## src/rtl/fetch_fifo.sv

```systemverilog
// Fetch-to-decode instruction queue: circular buffer, 1-cycle minimum latency (no bypass).
// in_ready_o drops only when full or flushing; head entry holds while decode stalls.
package fetch_fifo_pkg;
   typedef struct packed {
      logic [63:0] pc;
      logic [63:0] branch_target_address;
      logic        valid;
   } btb_t;

   typedef struct packed {
      logic [63:0] epc;
      logic [63:0] cause;
      logic        valid;
   } exception_t;
endpackage

module fetch_fifo
   import fetch_fifo_pkg::*;
#(
   parameter int unsigned DEPTH = 4
) (
   input  logic                       clk_i,
   input  logic                       rst_i,
   input  logic                       flush_i,
   input  logic                       in_valid_i,
   output logic                       in_ready_o,
   input  logic [63:0]                in_addr_i,
   input  logic [31:0]                in_rdata_i,
   input  btb_t                       in_bp_i,
   input  logic                       in_fault_i,
   output logic                       out_valid_o,
   input  logic                       out_ready_i,
   output logic [63:0]                out_pc_o,
   output logic [31:0]                out_instr_o,
   output btb_t                       out_bp_o,
   output exception_t                 out_ex_o,
   output logic [$clog2(DEPTH):0]     count_o
);
   localparam int unsigned PW = $clog2(DEPTH);
   localparam int unsigned CW = PW + 1;

   typedef struct packed {
      logic [63:0] pc;
      logic [31:0] instr;
      btb_t        bp;
      exception_t  ex;
   } entry_t;

   entry_t          mem_q [DEPTH];
   logic [PW-1:0]   rd_ptr_q, rd_ptr_d;
   logic [PW-1:0]   wr_ptr_q, wr_ptr_d;
   logic [CW-1:0]   count_q, count_d;
   logic            push, pop;
   entry_t          new_entry;
   entry_t          head;

   assign in_ready_o  = (count_q != CW'(DEPTH)) && !flush_i;
   assign out_valid_o = (count_q != '0);
   assign push        = in_valid_i && in_ready_o;
   assign pop         = out_valid_o && out_ready_i && !flush_i;

   // Access fault outranks misalignment; epc is only meaningful when valid.
   always_comb begin
      new_entry       = '0;
      new_entry.pc    = in_addr_i;
      new_entry.instr = in_rdata_i;
      new_entry.bp    = in_bp_i;
      if (in_fault_i) begin
         new_entry.ex.valid = 1'b1;
         new_entry.ex.cause = 64'd1;
         new_entry.ex.epc   = in_addr_i;
      end else if (in_addr_i[1:0] != 2'b00) begin
         new_entry.ex.valid = 1'b1;
         new_entry.ex.cause = 64'd0;
         new_entry.ex.epc   = in_addr_i;
      end
   end

   always_comb begin
      rd_ptr_d = rd_ptr_q;
      wr_ptr_d = wr_ptr_q;
      count_d  = count_q;
      if (flush_i) begin
         rd_ptr_d = '0;
         wr_ptr_d = '0;
         count_d  = '0;
      end else begin
         if (push) wr_ptr_d = wr_ptr_q + PW'(1);
         if (pop)  rd_ptr_d = rd_ptr_q + PW'(1);
         case ({push, pop})
            2'b10:   count_d = count_q + CW'(1);
            2'b01:   count_d = count_q - CW'(1);
            default: count_d = count_q;
         endcase
      end
   end

   always_ff @(posedge clk_i or posedge rst_i) begin
      if (rst_i) begin
         rd_ptr_q <= '0;
         wr_ptr_q <= '0;
         count_q  <= '0;
      end else begin
         rd_ptr_q <= rd_ptr_d;
         wr_ptr_q <= wr_ptr_d;
         count_q  <= count_d;
      end
   end

   always_ff @(posedge clk_i or posedge rst_i) begin
      if (rst_i) begin
         for (int i = 0; i < int'(DEPTH); i++) mem_q[i] <= '0;
      end else if (push) begin
         mem_q[wr_ptr_q] <= new_entry;
      end
   end

   assign head        = mem_q[rd_ptr_q];
   assign out_pc_o    = head.pc;
   assign out_instr_o = head.instr;
   assign out_bp_o    = head.bp;
   assign out_ex_o    = head.ex;
   assign count_o     = count_q;
endmodule
```

## config.mk

```make
export PLATFORM = sky130hd
export DESIGN_NAME = fetch_fifo
export DESIGN_NICKNAME = d
export VERILOG_FILES = /design/src/rtl/fetch_fifo.sv
export SDC_FILE = /design/constraint.sdc
export NUM_CORES = 2
export LEC_CHECK = 0
export ABC_AREA = 1
export BUFFER_PORTS_ARGS = -buffer_cell sky130_fd_sc_hd__buf_2
export CORE_UTILIZATION = 59
export CTS_CLUSTER_DIAMETER = 100
export DETAILED_ROUTE_END_ITERATION = 7
export GPL_TIMING_DRIVEN = 0
export HOLD_SLACK_MARGIN = 0.12
export PLACE_DENSITY_LB_ADDON = 0.12
export REMOVE_ABC_BUFFERS = 1
export SYNTH_ARGS = -nofsm -noshare
export SYNTH_HDL_FRONTEND = slang
export SYNTH_SLANG_ARGS = --single-unit
```

## constraint.sdc

```tcl
create_clock -name clk_i -period 49.2 [get_ports clk_i]
set_input_delay 4.92 -clock clk_i [delete_from_list [all_inputs] [get_ports clk_i]]
set_output_delay 4.92 -clock clk_i [all_outputs]
set_load 0.02 [all_outputs]
```

==> results.yml <==
outcome:
  status: "finished, final reports clean"
sta:
  fin_crit_ps: 10430
  fmax_mhz: 95.9
  whs_ps: 474
  worst_slack_ps: 38770
  period_share: 0.212
  relSlewSlack: 0.350
  finalSetupViolCount: 0
  hold_violations: 0
  rsz0062_at_grt: "no"
  worstMarginPinSlew_ps: 976
  fin_skew_ps: 17.9
  finalMaxSlewViolations: 0
clock_tree:
  ctsHoldBuffers: 0
  post-cts-setup-buffers: 0
  cts_made_buffers: 130
  tritoncts: "done"
  cts_sinks: 1171
  insertion_delay_ps: 740
  htreeDepth: 4
  cts-root-buf: "clkbuf_16"
  clk_path_buf_depth: 3
  cts.clk_slew.worst_paths_ps: 60
  postCtsResizedCells: 0
placed_design:
  globalplace.congestion: 0.799
  dp_hpwl_um: 89100
  place_area_um2: 57600
  io_buffer_count: 526
  post-place-ws_ps: 38800
worst_setup_path:
  critPathLaunchType: "input port"
  cp_cell_sequence: "buf_2 > a21oi_1 > buf_2"
  cpMaxStageDelayCell: "a21oi_1"
  critPathBufInv: 2
  crit_path_frequent_cell: "buf_2"
  endpoint_kind: "output port"
  reg2reg_depth: 11
  critical_path_required_ps: 44280
  critPathMaxStageDelay_ps: 230
  r2r_slack_ps: 45250
  critPathLaunch: "flush_i"
  crit_type: "input port to output port"
  r2r-start: "count_o[0]$_DFFE_PP0P_"
  cp.arrival_ps: 5510
  r2r_end: "mem_q[1377]$_DFFE_PP0P_"
  critical_path.top_delay_family: "buffers and inverters"
  critPathMaxFanout: 5
routing:
  drc_errors: 0
  num_vias: 47800
  vias_per_cell: 5.88
  antenna_left: 0
  drt-initial-drc-count: 4532
  drt_wl_total_um: 162000
  dr.pass1.iters: 6
  wl_per_cell_um: 19.9
power:
  p_per_area_nw_per_um2: 53.3
  p_leak_nw: 30.4
  vdd_drop_max_v: 0.0000392
hold_path:
  min_path_cells: 2
  min_path_type: "flip-flop to flip-flop"
  hold_start: "mem_q[906]$_DFFE_PP0P_"
  holdPathEnd: "mem_q[906]$_DFFE_PP0P_"
finish:
  synthToLayoutAreaGrowth_pct: 14.2
  nNetsFinal: 7075
  design_area_um2: 61900
  post-route-util: 0.684
  drive_gt1_frac: 0.117
global_route:
  grt_pass1_vias: 46500
  grtUsageTotal: 0.348
  antenna_found_initial: 47
  grt_max_degree: 151
  grt_pass1_wl_um: 258000
  grt_overflow: 0
yosys:
  netlist_instances: 6660
  syn-cell-area_um2: 54200
  synth_top_family_by_area: "compound AO/OA/AOI/OAI gates"
  yosys.area_share.simple: 0.191
  synth-seq-area-share: 0.540
  yosys_warnings: 0
  synth_compound_area_frac: 0.207
  synth-seq-cells: 1171
  synth_edf_count: 0
  synth_xor_xnor_area_share: 0.000162
  synth_fa_ha_area_frac: 0.00129
  ys_types: 26
  synth_top_flop_cell: "dfrtp_1"
  ys_async_sr_fraction: 1.00
  muxShareOfSynthArea: 0
  syn-mean-instance-area_um2: 8.14
die:
  core_um2: 90600
  fp.dieH_um: 305
  rows: 110
  initial_core_util: 0.599
  die_area_um2: 93100
  pin_count: 590
  die_w_um: 305
job:
  cap_violations: 0
-- through the flow --
stage                TNS, ps  instances  total power [mW]
global route               0       8135              3.48
global placement    -4664940       7807              2.40
finish                     0       8137              3.30
CTS                        0       8111              3.31
floorplan                  0       6105              2.07
detailed placement         0       7883              2.34
-- state kept, by name (all words and copies together), names as in the netlist --
register and count:
mem_q 1164, rd_ptr_q 2, count_o 3, wr_ptr_q 2
-- routing by layer --
| layer | vias to the layer above | track usage | routed length [µm] | share of wire |
|---|---|---|---|---|
| met5 | - | 0 | 253 | 0.0016 |
| met4 | 40 | 0.166 | 6570 | 0.040 |
| met3 | 387 | 0.0813 | 13800 | 0.085 |
| met2 | 1900 | 0.566 | 77400 | 0.48 |
| met1 | 23200 | 0.440 | 64100 | 0.40 |
| li1 | 22300 | - | - | - |
-- cells in the mapped netlist, types with 3 or more instances --
master	n	area [µm²]
a21oi_1	4	20.0
buf_1	45	169
buf_2	141	706
buf_4	110	826
clkbuf_1	318	1190
dfrtp_1	1171	29300
ha_1	4	50.1
inv_1	75	282
nand2_1	2081	7810
nand3_1	7	35.0
nor2_1	648	2430
nor2_8	3	60.1
o21a_1	252	1890
o21ai_0	1400	7010
o21ai_1	97	485
o22ai_1	291	1820
-- cell families (layout without fill, tap and decap cells) --
| kind of cell | count (synthesis) | after routing |
|---|---|---|
| buffers and inverters | 694 | 907 |
| xor gates and xnor gates | 1 | 1 |
| DFF | 1171 | 1171 |
| adders and majority gates | 5 | 5 |
| and+or+nand+nor | 2744 | 2744 |
| other | 1 | 89 |
| AOI/OAI and AO/OA | 2044 | 2044 |
-- layout make-up --
cell class | instances | area [µm²]
flip-flops and latches | 1171 | 29300
repair buffers | 602 | 4570
clock buffers | 201 | 3980
inverters | 77 | 342
diodes | 26 | 65.1
fillers | 7550 | 28700
well taps | 1176 | 1470
clock inverters | 27 | 229
multi-input cells | 4857 | 21900
-- worst max-delay path by stage --
stage | endpoint | cells past startpoint
final | in_ready_o | 3
after global routing | in_ready_o | 3
after CTS | in_ready_o | 3
after detailed placement | in_ready_o | 3
after global placement | out_bp_o[54] | 4
after floorplan | count_o[0]$_DFFE_PP0P_ | 1
-- cell usage in the layout, fill, tap and decap left out, types with 7 or more instances in the layout --
master and instances:
clkbuf_16 137, o21ai_0 1400, clkbuf_1 33, inv_8 7, diode_2 26, dfrtp_1 1169, conb_1 63, nor2_1 647
o21a_1 252, buf_16 56, o21ai_1 97, buf_2 526, o22ai_1 291, clkbuf_8 31, nand2_1 2081, buf_12 20
nand3_1 7, clkinv_2 19, inv_1 69
-- worst min-delay path, cell delays in order, from the launching register on --
cell     delay, ps
dfrtp_1        330
o21ai_1         60
nand2_1         50
-- power by group --
part	total [mW]	switching (mW)	internal, mW	leakage (nW)
clock network	0.962	0.392	0.570	2.09
registers	1.45	0.154	1.30	14.7
logic	0.886	0.580	0.306	13.6
total	3.30	1.13	2.17	30.4
Power figures use the tool's default switching activity.
